### src/rtl/multicycle_controller_pkg.sv
// Shared types for the multi-cycle RV32I controller: opcodes, FSM states, mux selects, ALU ops.
// Latency: n/a (types and constants only).
// Backpressure: n/a. RISCV_BRANCH_EXT_EN widens the legal branch funct3 set.
package multicycle_controller_pkg;

    localparam logic [6:0] OP_LOAD   = 7'b0000011;
    localparam logic [6:0] OP_STORE  = 7'b0100011;
    localparam logic [6:0] OP_REG    = 7'b0110011;
    localparam logic [6:0] OP_IMM    = 7'b0010011;
    localparam logic [6:0] OP_BRANCH = 7'b1100011;
    localparam logic [6:0] OP_JAL    = 7'b1101111;

    typedef enum logic [3:0] {
        S_FETCH    = 4'd0,
        S_DECODE   = 4'd1,
        S_MEMADR   = 4'd2,
        S_MEMREAD  = 4'd3,
        S_MEMWB    = 4'd4,
        S_MEMWRITE = 4'd5,
        S_EXECUTER = 4'd6,
        S_EXECUTEI = 4'd7,
        S_ALUWB    = 4'd8,
        S_BRANCH   = 4'd9,
        S_JAL      = 4'd10,
        S_TRAP     = 4'd11
    } e_mcState;

    typedef enum logic [1:0] {SRCA_PC = 2'd0, SRCA_OLDPC = 2'd1, SRCA_RD1 = 2'd2} e_aluSrcA;
    typedef enum logic [1:0] {SRCB_RD2 = 2'd0, SRCB_IMM = 2'd1, SRCB_CONST4 = 2'd2} e_aluSrcB;
    typedef enum logic [1:0] {RES_ALUOUT = 2'd0, RES_DATA = 2'd1, RES_ALURESULT = 2'd2} e_resultSrc;

    typedef enum logic [3:0] {
        ALU_ADD  = 4'd0,
        ALU_SUB  = 4'd1,
        ALU_SLL  = 4'd2,
        ALU_SLT  = 4'd3,
        ALU_SLTU = 4'd4,
        ALU_XOR  = 4'd5,
        ALU_SRL  = 4'd6,
        ALU_SRA  = 4'd7,
        ALU_OR   = 4'd8,
        ALU_AND  = 4'd9
    } e_aluOp;

    // What the current state wants from the ALU: plain add, compare-subtract, or the decoded funct op.
    typedef enum logic [1:0] {ACLS_ADD = 2'd0, ACLS_SUB = 2'd1, ACLS_FUNCT = 2'd2} e_aluClass;

    // funct3 values the BRANCH state knows how to evaluate.
    function automatic logic branch_funct3_legal(input logic [2:0] i_funct3);
`ifdef RISCV_BRANCH_EXT_EN
        return (i_funct3 != 3'b010) && (i_funct3 != 3'b011);
`else
        return i_funct3 == 3'b000;
`endif
    endfunction

endpackage

### src/rtl/multicycle_controller_if.sv
// Memory request bus between the controller (master) and the shared instruction/data memory (slave).
// Latency: n/a (wires only).
// Backpressure: master holds o_memReq/o_memWriteEn/o_addressSrc stable until the slave raises i_memReady.
interface multicycle_controller_if;
    logic o_memReq;
    logic o_memWriteEn;
    logic o_addressSrc;
    logic i_memReady;

    modport master (output o_memReq, output o_memWriteEn, output o_addressSrc, input i_memReady);
    modport slave  (input o_memReq, input o_memWriteEn, input o_addressSrc, output i_memReady);
endinterface

### src/rtl/multicycle_controller_alu_decoder.sv
// Maps the state's ALU class and the instruction funct fields onto an ALU operation.
// Latency: purely combinational.
// Backpressure: none.
module alu_decoder
    import multicycle_controller_pkg::*;
(
    input  e_aluClass   i_aluClass,
    input  logic [2:0]  i_funct3,
    input  logic        i_funct7bit5,
    input  logic        i_opb5,
    output logic [3:0]  o_aluLogicOperation
);

    e_aluOp w_op;

    // Select the op; only register-register ops use funct7 bit5 to pick SUB, shifts always do.
    always_comb begin
        w_op = ALU_ADD;
        case (i_aluClass)
            ACLS_SUB: w_op = ALU_SUB;
            ACLS_FUNCT: begin
                case (i_funct3)
                    3'b000:  w_op = (i_opb5 && i_funct7bit5) ? ALU_SUB : ALU_ADD;
                    3'b001:  w_op = ALU_SLL;
                    3'b010:  w_op = ALU_SLT;
                    3'b011:  w_op = ALU_SLTU;
                    3'b100:  w_op = ALU_XOR;
                    3'b101:  w_op = i_funct7bit5 ? ALU_SRA : ALU_SRL;
                    3'b110:  w_op = ALU_OR;
                    default: w_op = ALU_AND;
                endcase
            end
            default: w_op = ALU_ADD;
        endcase
    end

    assign o_aluLogicOperation = w_op;

endmodule

### src/rtl/multicycle_controller.sv
// Multi-cycle RV32I control FSM: fetch/decode/execute/memory/writeback with bus timeout and trap state.
// Latency: one state per cycle; FETCH/MEMREAD/MEMWRITE stretch until i_memReady (trap after TIMEOUT_CYCLES).
// Backpressure: memory request held stable until ready. Optional macro RISCV_BRANCH_EXT_EN adds bne..bgeu.
module multicycle_controller
    import multicycle_controller_pkg::*;
#(
    parameter int TIMEOUT_CYCLES = 16,
    parameter bit ILLEGAL_TRAP   = 1'b1
)
(
    input  logic        i_clk,
    input  logic        i_srst,
    input  logic [6:0]  i_operand,
    input  logic [2:0]  i_funct3,
    input  logic        i_funct7bit5,
    input  logic        i_zeroFlag,
    input  logic        i_lessThanFlag,
    input  logic        i_lessThanUFlag,
    multicycle_controller_if.master io_mem,
    output logic        o_instructionRegWrite,
    output logic        o_pcWriteEn,
    output logic        o_regWriteEn,
    output logic [1:0]  o_aluSrcA,
    output logic [1:0]  o_aluSrcB,
    output logic [1:0]  o_resultSrc,
    output logic [3:0]  o_aluLogicOperation,
    output logic        o_error,
    output logic [3:0]  o_state
);

    localparam int              CNT_W        = (TIMEOUT_CYCLES > 1) ? $clog2(TIMEOUT_CYCLES) : 1;
    localparam logic [CNT_W-1:0] CNT_LAST    = CNT_W'(TIMEOUT_CYCLES - 1);
    localparam e_mcState        ILLEGAL_NEXT = ILLEGAL_TRAP ? S_TRAP : S_FETCH;

    e_mcState         r_state;
    e_mcState         w_nextState;
    logic [CNT_W-1:0] r_waitCnt;
    logic             r_error;

    logic             w_memReq;
    logic             w_memWriteEn;
    logic             w_addressSrc;
    logic             w_irWrite;
    logic             w_pcWriteEn;
    logic             w_regWriteEn;
    logic             w_branchTaken;
    logic             w_waitExpired;
    e_aluSrcA         w_aluSrcA;
    e_aluSrcB         w_aluSrcB;
    e_resultSrc       w_resultSrc;
    e_aluClass        w_aluClass;

    // Last permitted unanswered request cycle: no ready now means the bus is considered dead.
    assign w_waitExpired = (r_waitCnt == CNT_LAST);

`ifdef RISCV_BRANCH_EXT_EN
    // Branch condition from funct3 and the comparator flags.
    always_comb begin
        w_branchTaken = 1'b0;
        case (i_funct3)
            3'b000:  w_branchTaken = i_zeroFlag;
            3'b001:  w_branchTaken = !i_zeroFlag;
            3'b100:  w_branchTaken = i_lessThanFlag;
            3'b101:  w_branchTaken = !i_lessThanFlag;
            3'b110:  w_branchTaken = i_lessThanUFlag;
            3'b111:  w_branchTaken = !i_lessThanUFlag;
            default: w_branchTaken = 1'b0;
        endcase
    end
`else
    // Only beq exists, so the comparator flags are not needed.
    logic w_unusedFlags;
    assign w_unusedFlags = i_lessThanFlag ^ i_lessThanUFlag;
    assign w_branchTaken = i_zeroFlag;
`endif

    // Next state and all datapath controls, decoded from the registered state.
    always_comb begin
        w_nextState  = r_state;
        w_memReq     = 1'b0;
        w_memWriteEn = 1'b0;
        w_addressSrc = 1'b0;
        w_irWrite    = 1'b0;
        w_pcWriteEn  = 1'b0;
        w_regWriteEn = 1'b0;
        w_aluSrcA    = SRCA_PC;
        w_aluSrcB    = SRCB_RD2;
        w_resultSrc  = RES_ALUOUT;
        w_aluClass   = ACLS_ADD;
        case (r_state)
            S_FETCH: begin
                w_memReq    = 1'b1;
                w_aluSrcB   = SRCB_CONST4;
                w_resultSrc = RES_ALURESULT;
                if (io_mem.i_memReady) begin
                    w_irWrite   = 1'b1;
                    w_pcWriteEn = 1'b1;
                    w_nextState = S_DECODE;
                end else if (w_waitExpired) begin
                    w_nextState = S_TRAP;
                end
            end
            S_DECODE: begin
                // Branch target OLDPC+imm lands in aluOutput_q for BRANCH to use.
                w_aluSrcA = SRCA_OLDPC;
                w_aluSrcB = SRCB_IMM;
                case (i_operand)
                    OP_LOAD, OP_STORE: w_nextState = S_MEMADR;
                    OP_REG:            w_nextState = S_EXECUTER;
                    OP_IMM:            w_nextState = S_EXECUTEI;
                    OP_BRANCH:         w_nextState = branch_funct3_legal(i_funct3) ? S_BRANCH : ILLEGAL_NEXT;
                    OP_JAL:            w_nextState = S_JAL;
                    default:           w_nextState = ILLEGAL_NEXT;
                endcase
            end
            S_MEMADR: begin
                w_aluSrcA   = SRCA_RD1;
                w_aluSrcB   = SRCB_IMM;
                w_nextState = (i_operand == OP_STORE) ? S_MEMWRITE : S_MEMREAD;
            end
            S_MEMREAD: begin
                w_memReq     = 1'b1;
                w_addressSrc = 1'b1;
                if (io_mem.i_memReady)  w_nextState = S_MEMWB;
                else if (w_waitExpired) w_nextState = S_TRAP;
            end
            S_MEMWB: begin
                w_regWriteEn = 1'b1;
                w_resultSrc  = RES_DATA;
                w_nextState  = S_FETCH;
            end
            S_MEMWRITE: begin
                w_memReq     = 1'b1;
                w_memWriteEn = 1'b1;
                w_addressSrc = 1'b1;
                if (io_mem.i_memReady)  w_nextState = S_FETCH;
                else if (w_waitExpired) w_nextState = S_TRAP;
            end
            S_EXECUTER: begin
                w_aluSrcA   = SRCA_RD1;
                w_aluSrcB   = SRCB_RD2;
                w_aluClass  = ACLS_FUNCT;
                w_nextState = S_ALUWB;
            end
            S_EXECUTEI: begin
                w_aluSrcA   = SRCA_RD1;
                w_aluSrcB   = SRCB_IMM;
                w_aluClass  = ACLS_FUNCT;
                w_nextState = S_ALUWB;
            end
            S_ALUWB: begin
                w_regWriteEn = 1'b1;
                w_resultSrc  = RES_ALUOUT;
                w_nextState  = S_FETCH;
            end
            S_BRANCH: begin
                w_aluSrcA   = SRCA_RD1;
                w_aluSrcB   = SRCB_RD2;
                w_aluClass  = ACLS_SUB;
                w_resultSrc = RES_ALUOUT;
                w_pcWriteEn = w_branchTaken;
                w_nextState = S_FETCH;
            end
            S_JAL: begin
                w_aluSrcA    = SRCA_OLDPC;
                w_aluSrcB    = SRCB_CONST4;
                w_resultSrc  = RES_ALUOUT;
                w_pcWriteEn  = 1'b1;
                w_regWriteEn = 1'b1;
                w_nextState  = S_FETCH;
            end
            S_TRAP: begin
                w_nextState = S_TRAP;
            end
            default: begin
                w_nextState = ILLEGAL_NEXT;
            end
        endcase
        // Reset silences every strobe in the same cycle, before the register has settled.
        if (i_srst) begin
            w_nextState  = S_FETCH;
            w_memReq     = 1'b0;
            w_memWriteEn = 1'b0;
            w_addressSrc = 1'b0;
            w_irWrite    = 1'b0;
            w_pcWriteEn  = 1'b0;
            w_regWriteEn = 1'b0;
            w_aluSrcA    = SRCA_PC;
            w_aluSrcB    = SRCB_RD2;
            w_resultSrc  = RES_ALUOUT;
            w_aluClass   = ACLS_ADD;
        end
    end

    alu_decoder u_alu_decoder (
        .i_aluClass          (w_aluClass),
        .i_funct3            (i_funct3),
        .i_funct7bit5        (i_funct7bit5),
        .i_opb5              (i_operand[5]),
        .o_aluLogicOperation (o_aluLogicOperation)
    );

    // State register.
    always_ff @(posedge i_clk) begin
        if (i_srst) r_state <= S_FETCH;
        else        r_state <= w_nextState;
    end

    // Unanswered-request counter: restarts on every state change, counts cycles of req without ready.
    always_ff @(posedge i_clk) begin
        if (i_srst || (w_nextState != r_state)) r_waitCnt <= '0;
        else if (w_memReq && !io_mem.i_memReady) r_waitCnt <= r_waitCnt + CNT_W'(1);
    end

    // Sticky error flag, raised together with the move into TRAP.
    always_ff @(posedge i_clk) begin
        if (i_srst)                       r_error <= 1'b0;
        else if (w_nextState == S_TRAP)   r_error <= 1'b1;
    end

    assign io_mem.o_memReq      = w_memReq;
    assign io_mem.o_memWriteEn  = w_memWriteEn;
    assign io_mem.o_addressSrc  = w_addressSrc;
    assign o_instructionRegWrite = w_irWrite;
    assign o_pcWriteEn          = w_pcWriteEn;
    assign o_regWriteEn         = w_regWriteEn;
    assign o_aluSrcA            = w_aluSrcA;
    assign o_aluSrcB            = w_aluSrcB;
    assign o_resultSrc          = w_resultSrc;
    assign o_error              = r_error;
    assign o_state              = r_state;

endmodule

### src/flat_wrapper.sv
// flat-port wrapper written by rule: the top's interface ports become plain ports
module multicycle_controller_flat import multicycle_controller_pkg::*;
#(
    parameter int TIMEOUT_CYCLES = 16,
    parameter bit ILLEGAL_TRAP   = 1'b1
)
  (i_clk, i_srst, i_operand, i_funct3, i_funct7bit5, i_zeroFlag, i_lessThanFlag, i_lessThanUFlag, o_instructionRegWrite, o_pcWriteEn, o_regWriteEn, o_aluSrcA, o_aluSrcB, o_resultSrc, o_aluLogicOperation, o_error, o_state, io_mem_o_memReq, io_mem_o_memWriteEn, io_mem_o_addressSrc, io_mem_i_memReady);
  multicycle_controller_if io_mem_i ();
  input  logic i_clk;
  input  logic i_srst;
  input  logic [6:0] i_operand;
  input  logic [2:0] i_funct3;
  input  logic i_funct7bit5;
  input  logic i_zeroFlag;
  input  logic i_lessThanFlag;
  input  logic i_lessThanUFlag;
  output logic o_instructionRegWrite;
  output logic o_pcWriteEn;
  output logic o_regWriteEn;
  output logic [1:0] o_aluSrcA;
  output logic [1:0] o_aluSrcB;
  output logic [1:0] o_resultSrc;
  output logic [3:0] o_aluLogicOperation;
  output logic o_error;
  output logic [3:0] o_state;
  output wire logic [$bits(io_mem_i.o_memReq)-1:0] io_mem_o_memReq;
  output wire logic [$bits(io_mem_i.o_memWriteEn)-1:0] io_mem_o_memWriteEn;
  output wire logic [$bits(io_mem_i.o_addressSrc)-1:0] io_mem_o_addressSrc;
  input wire logic [$bits(io_mem_i.i_memReady)-1:0] io_mem_i_memReady;
  assign io_mem_o_memReq = io_mem_i.o_memReq;
  assign io_mem_o_memWriteEn = io_mem_i.o_memWriteEn;
  assign io_mem_o_addressSrc = io_mem_i.o_addressSrc;
  assign io_mem_i.i_memReady = io_mem_i_memReady;
  multicycle_controller #(.TIMEOUT_CYCLES(TIMEOUT_CYCLES), .ILLEGAL_TRAP(ILLEGAL_TRAP)) u_core (.i_clk(i_clk), .i_srst(i_srst), .i_operand(i_operand), .i_funct3(i_funct3), .i_funct7bit5(i_funct7bit5), .i_zeroFlag(i_zeroFlag), .i_lessThanFlag(i_lessThanFlag), .i_lessThanUFlag(i_lessThanUFlag), .io_mem(io_mem_i), .o_instructionRegWrite(o_instructionRegWrite), .o_pcWriteEn(o_pcWriteEn), .o_regWriteEn(o_regWriteEn), .o_aluSrcA(o_aluSrcA), .o_aluSrcB(o_aluSrcB), .o_resultSrc(o_resultSrc), .o_aluLogicOperation(o_aluLogicOperation), .o_error(o_error), .o_state(o_state));
endmodule
### config.mk
export PLATFORM = sky130hd
export DESIGN_NAME = multicycle_controller_flat
export DESIGN_NICKNAME = d
export VERILOG_FILES = /design/src/rtl/multicycle_controller_pkg.sv /design/src/rtl/multicycle_controller_if.sv /design/src/rtl/multicycle_controller_alu_decoder.sv /design/src/rtl/multicycle_controller.sv /design/src/flat_wrapper.sv
export SDC_FILE = /design/constraint.sdc
export NUM_CORES = 1
export LEC_CHECK = 0
export ABC_AREA = 1
export CAP_MARGIN = 20
export CELL_PAD_IN_SITES_DETAIL_PLACEMENT = 0
export CELL_PAD_IN_SITES_GLOBAL_PLACEMENT = 1
export CORE_MARGIN = 2
export CORE_UTILIZATION = 28
export CTS_BUF_LIST = sky130_fd_sc_hd__clkbuf_16
export CTS_CLUSTER_SIZE = 16
export DETAILED_ROUTE_END_ITERATION = 10
export GPL_TIMING_DRIVEN = 0
export PLACE_DENSITY = 0.78
export RECOVER_POWER = 100
export SLEW_MARGIN = 10
export SYNTH_ARGS = -nofsm -noshare
export SYNTH_HDL_FRONTEND = slang
export SYNTH_SLANG_ARGS = --single-unit
### constraint.sdc
create_clock -name i_clk -period 2.4 [get_ports i_clk]
set_input_delay 0.36 -clock i_clk [delete_from_list [all_inputs] [get_ports i_clk]]
set_output_delay 0.36 -clock i_clk [all_outputs]
set_load 0.02 [all_outputs]
* Yosys cells after proc, flatten, opt, wreduce, memory -nomap -nowiden
Cells that the tools add are included.
Storage, ports and cells: bits in registers 9, input port bits 17, output and inout port bits 21, logic and storage cells 81
Operators by class: $add $sub $neg 1, equality and inequality tests 27, multiplexer cells 34, reductions and logical operators 16
Operator list (count):
- 4-bit case mux with 7 select lines | 2
- 4-bit equality test (second input constant) | 5
- 4-bit 2-to-1 mux | 5
- 4-bit case mux with 5 select lines | 1
- 4-bit by 3-bit equality test with 1-bit output (second input constant) | 4
- 2-bit case mux with 2 select lines | 4
- 7-bit by 6-bit equality test with 1-bit output (second input constant) | 2
- 7-bit equality test (second input constant) | 2
- 1-bit 2-to-1 mux | 14
- 2-bit 2-to-1 mux | 5
- 2-bit OR reduction | 5
- 3-bit equality test (second input constant) | 3
- 3-bit OR reduction | 3
- 4-bit by 2-bit equality test with 1-bit output (second input constant) | 2
- 4-bit case mux with 2 select lines | 1
- 4-bit OR reduction | 2
- 7-bit by 2-bit equality test with 1-bit output (second input constant) | 1
- 7-bit by 5-bit equality test with 1-bit output (second input constant) | 1
- 3-bit by 2-bit equality test with 1-bit output (second input constant) | 2
- 4-bit by 1-bit adder with 4-bit output (second input constant) | 1
- 4-bit by 1-bit equality test with 1-bit output (second input constant) | 1
- 4-bit logical NOT | 1
- 4-bit != test | 1
- 3-bit by 1-bit equality test with 1-bit output (second input constant) | 1
- 8 further kinds | 9

* Logic depth before layout (Yosys ltp)
depth in word-level cells 7, gate-level depth with buffers 15, mapped depth without buffers 14

* Hierarchy
Synthesis repeated with hierarchy kept, for this count alone.
Second synthesis, totals: cell total of the unflattened synthesis 199, area total of the unflattened synthesis 1043.5 sq um
By module, submodules not included:
- multicycle_controller | times used 1, cells an instance 172, area an instance 910.9 sq um, sequential area each 180.2 sq um
- alu_decoder | times used 1, cells an instance 27, area an instance 132.6 sq um, sequential area each 0.0 sq um

* Least setup slack after synthesis
OpenSTA, ideal clock, no wires.
path type register to output, start point reg u_core.r_state[3] (netlist: u_core.o_state[3]), end point out o_aluLogicOperation[1], data arrival time 1.915 ns, data required time 2.040 ns, setup slack 0.125 ns, stages on the path, launching flop included 10, path buffers 0, path through dfxtp_1 -> inv_1 -> nor2_1 -> nand2_1 -> nor2_1 -> inv_1 -> ha_1 -> nor2_1 -> inv_1 -> a21oi_1
Between the ends: cells in the longest elaborated chain, start to end 6, elaborated cells on any way between the ends 9, those cells by class eq/ne (5); mux (3); reduce/logical (1)
Ends and longest elaborated chain:
- start, declared | line multicycle_controller.sv:35 | e_mcState r_state;
- start signal, assigned | line multicycle_controller.sv:206 | else r_state <= w_nextState;
- 4-bit by 3-bit equality test with 1-bit output | line multicycle_controller.sv:90 | case (r_state)
- 2-bit OR reduction (no line)
- 2-bit case mux with 2 select lines * | line multicycle_controller.sv:90
- 2-bit 2-to-1 mux * | line multicycle_controller.sv:180 | if (i_srst) begin
- 2-bit equality test or 2-bit by 1-bit equality test with 1-bit output (tied branches) | line multicycle_controller_alu_decoder.sv:19 | case (i_aluClass)
- 4-bit case mux with 2 select lines * | line multicycle_controller_alu_decoder.sv:19
- end, declared | line flat_wrapper.sv:23 | output logic [3:0] o_aluLogicOperation;
Every way passes the cells marked *; elsewhere a longest branch is shown, timed or not.

* Final worst setup path
start point in i_srst, end point out o_resultSrc[0]
Between the ends: cells in the longest elaborated chain, start to end 1
Ends and longest elaborated chain:
- start, declared | line flat_wrapper.sv:10 | input logic i_srst;
- 2-bit 2-to-1 mux | line multicycle_controller.sv:180
- end, declared | line flat_wrapper.sv:22 | output logic [1:0] o_resultSrc;
No other way between the ends.

==> results.toml <==
[run_status]
status = "complete, no violations"

[pwr]
p_int_uw = 672
p_seq_frac = 0.171
ir_drop_uv = 547
power_density_mw_per_mm2 = 829
leakagePower_nw = 0.738
clkPwrFrac = 0.237
p_sw_frac = 0.455
switching_power_uw = 561
p_comb_frac = 0.593

[routing]
drc = 0
drt-initial-drc-count = 39
firstDrtPassIters = 4
viasPerCell = 4.50
wl_per_cell_um = 10.4
postRouteAntennaNets = 0
routed_wl_um = 2760
vias = 1193

[worst_setup_path]
endpoint = "o_resultSrc[0]"
crit_buf_inv = 3
cp_slowest_stage_delay_ps = 640
worst-path-stages = 4
crit_path_top_delay_cell = "dlygate4sd3_1"
critPathTopFamily = "buffers and inverters"
path_cells = "clkdlybuf4s50_1 -> clkbuf_2 -> nor2_1 -> dlygate4sd3_1"
rr_worst_depth = 13
cp_data_required_time_ps = 2040
worstSetupPathType = "input pin to output port"
startpoint_type = "input pin"
worstReg2RegStart = "u_core.o_state[1]$_SDFF_PP0_"
crit_fanout = 10
critPathLaunch = "i_srst"
end_kind = "output port"
r2r_setup_slack_ps = 640
reg2reg_to = "u_core.r_waitCnt[2]$_SDFFE_PP0P_"
crit_arrival_ps = 1960

[yosys]
avgSynthCellArea_um2 = 5.54
synth_nets = 200
synth_warnings = 0
netlist_area_um2 = 997
netlist_instances = 180
ys_types = 23
seq_area_frac_synth = 0.181
ys_seq_elements = 9

[floorplanning]
die_y_um = 63.7
start_util = 0.294
io_pins = 38
fp-row-count = 21
die_x_um = 63.7
dieArea_mm2 = 0.00405
core-area_mm2 = 0.00339

[timing]
worst_slack_ps = 83.0
worst_pin_slew_ps = 336
hold_viol_final = 0
fin_skew_ps = 2.17
grt_setup_unrepaired = "no"
slew_headroom = 0.775
finalSetupViolCount = 0
max_freq_mhz = 432
final-max-slew-violation-count = 0
period_minus_slack_ps = 2320
holdWs_ps = 475
min_period_over_period = 0.965

[cells_and_area]
layout_common_cells = "nand2_1 (48), inv_1 (31), nand3_1 (24)"
post-route-cell-area_mm2 = 0.00149
area_growth_pct = 49.1
layout_commonest_cell = "nand2_1"
finalNetCount = 240
insertedDiodeCount = 0
drive_above_1_share = 0.137
fillCellCount = 355

[global_route]
grtUsageTotal = 0.147
grt_pass1_wl_um = 4830
grt_start_max_net_pins = 11
grt_pass1_vias = 1108
antenna_found_initial = 0
grt_overflow = 0

[cts]
clockBufferDepth = 2
cts_setup_buffers = 0
root_buffer = "clkbuf_16"
tritoncts = "built"
cts_resized = 18
clock-sinks = 9
cts_max_level = 1
worst_skew_pair.late_latency_ps = 230
path_clk_slew_ps = 40
cts_buffers = 3
hold_buffers = 0

[place]
dpl_cell_area_mm2 = 0.00141
gp_congestion = 0.763
pre_cts_ws_ps = -342
port-buffer-count = 35
hpwlAfterDp_um = 2190

[hold_path]
hold_class = "flop to flop"

[run]
drv_cap = 0
[layout make-up]
class | count | area (um^2) | area share
multi-input cells | 133 | 688 | 0.463
clock buffers | 3 | 75.1 | 0.0505
plain buffers | 2 | 12.5 | 0.00842
repair buffers | 35 | 327 | 0.220
clock inverters | 1 | 3.75 | 0.00253
well taps | 46 | 57.6 | 0.0387
inverters | 36 | 136 | 0.0918
flip-flops and latches | 9 | 186 | 0.125
[state kept, by name, indices dropped and copies added (netlist names)]
name,cells
u_core.o_state,4
u_core.o_error,1
u_core.r_waitCnt,4
[Yosys cell counts]
master | count | share of area
a21oi_1 | 13 | 0.065
a31oi_1 | 3 | 0.019
buf_4 | 1 | 0.0075
clkbuf_1 | 1 | 0.0038
clkinv_1 | 1 | 0.0038
dfxtp_1 | 9 | 0.18
ha_1 | 3 | 0.038
inv_1 | 31 | 0.12
inv_2 | 4 | 0.015
mux2_2 | 1 | 0.011
nand2_1 | 48 | 0.18
nand2_2 | 1 | 0.0063
nand2_4 | 2 | 0.023
nand3_1 | 23 | 0.12
nand3_2 | 2 | 0.020
nand4_1 | 2 | 0.013
nor2_1 | 22 | 0.083
nor2_2 | 4 | 0.025
nor2_8 | 1 | 0.020
nor3_1 | 2 | 0.010
o21ai_0 | 2 | 0.010
o31ai_1 | 1 | 0.0075
xnor2_1 | 3 | 0.026
[how the worst min path moves through the flow]
| stage | start | end | slack [ps] | depth (start not counted) |
|---|---|---|---|---|
| 2_1_floorplan | i_srst | u_core.o_state[1]$_SDFF_PP0_ | 440 | 1 |
| 3_3_place_gp | u_core.o_error$_SDFFE_PP0N_ | u_core.o_error$_SDFFE_PP0N_ | 470 | 2 |
| 3_5_place_dp | u_core.o_error$_SDFFE_PP0N_ | u_core.o_error$_SDFFE_PP0N_ | 480 | 2 |
| 4_1_cts | u_core.o_error$_SDFFE_PP0N_ | u_core.o_error$_SDFFE_PP0N_ | 490 | 2 |
| 5_1_grt | u_core.o_error$_SDFFE_PP0N_ | u_core.o_error$_SDFFE_PP0N_ | 530 | 2 |
| 6_report | u_core.o_error$_SDFFE_PP0N_ | u_core.o_error$_SDFFE_PP0N_ | 470 | 2 |
[cells by family after synthesis]
group | count (synthesis) | share of synthesized area
and+or+nand+nor | 107 | 0.496
adders and majority gates | 3 | 0.0376
DFF | 9 | 0.181
AOI/OAI and AO/OA | 19 | 0.102
muxes | 1 | 0.0113
buffers and inverters | 38 | 0.147
xor gates and xnor gates | 3 | 0.0264
[metal layers]
metal	vias to the layer above	routed length (um)	global-route usage
met2	39	1260	0.241
met1	506	1360	0.202
met4	0	14	0.0462
li1	646	-	-
met5	-	0	0
met3	2	128	0.0161
[stage by stage]
step           TNS [ps]  utilization  std cells  power [mW]
6_report              0        0.439        265        1.23
5_1_grt               0        0.439        265        1.35
4_1_cts           -28.3        0.444        265        1.26
3_5_place_dp      -1140        0.415        261       0.950
3_3_place_gp      -1130        0.415        261       0.959
2_1_floorplan         0            -        180       0.697
[power groups by stage]
| stage | registers (mW) | clock network [mW] | logic [mW] |
|---|---|---|---|
| after floorplan | 0.225 | 0 | 0.472 |
| after global placement | 0.207 | 0 | 0.752 |
| after detailed placement | 0.206 | 0 | 0.744 |
| after CTS | 0.209 | 0.296 | 0.757 |
| after global routing | 0.214 | 0.303 | 0.829 |
| final | 0.210 | 0.292 | 0.731 |
[worst reg2reg max path, cell delays in order, from the launching register on]
cell and delay (ps):
dfxtp_1 320, buf_4 160, nand2_1 90, inv_1 80
nand2_1 80, nand3_2 130, nand2_2 100, nor2_8 130
nand2_2 90, nand2_4 70, nand2_1 50, nand2_1 70
nand3_1 150, nor2_1 150
Power figures use the tool's default switching activity.
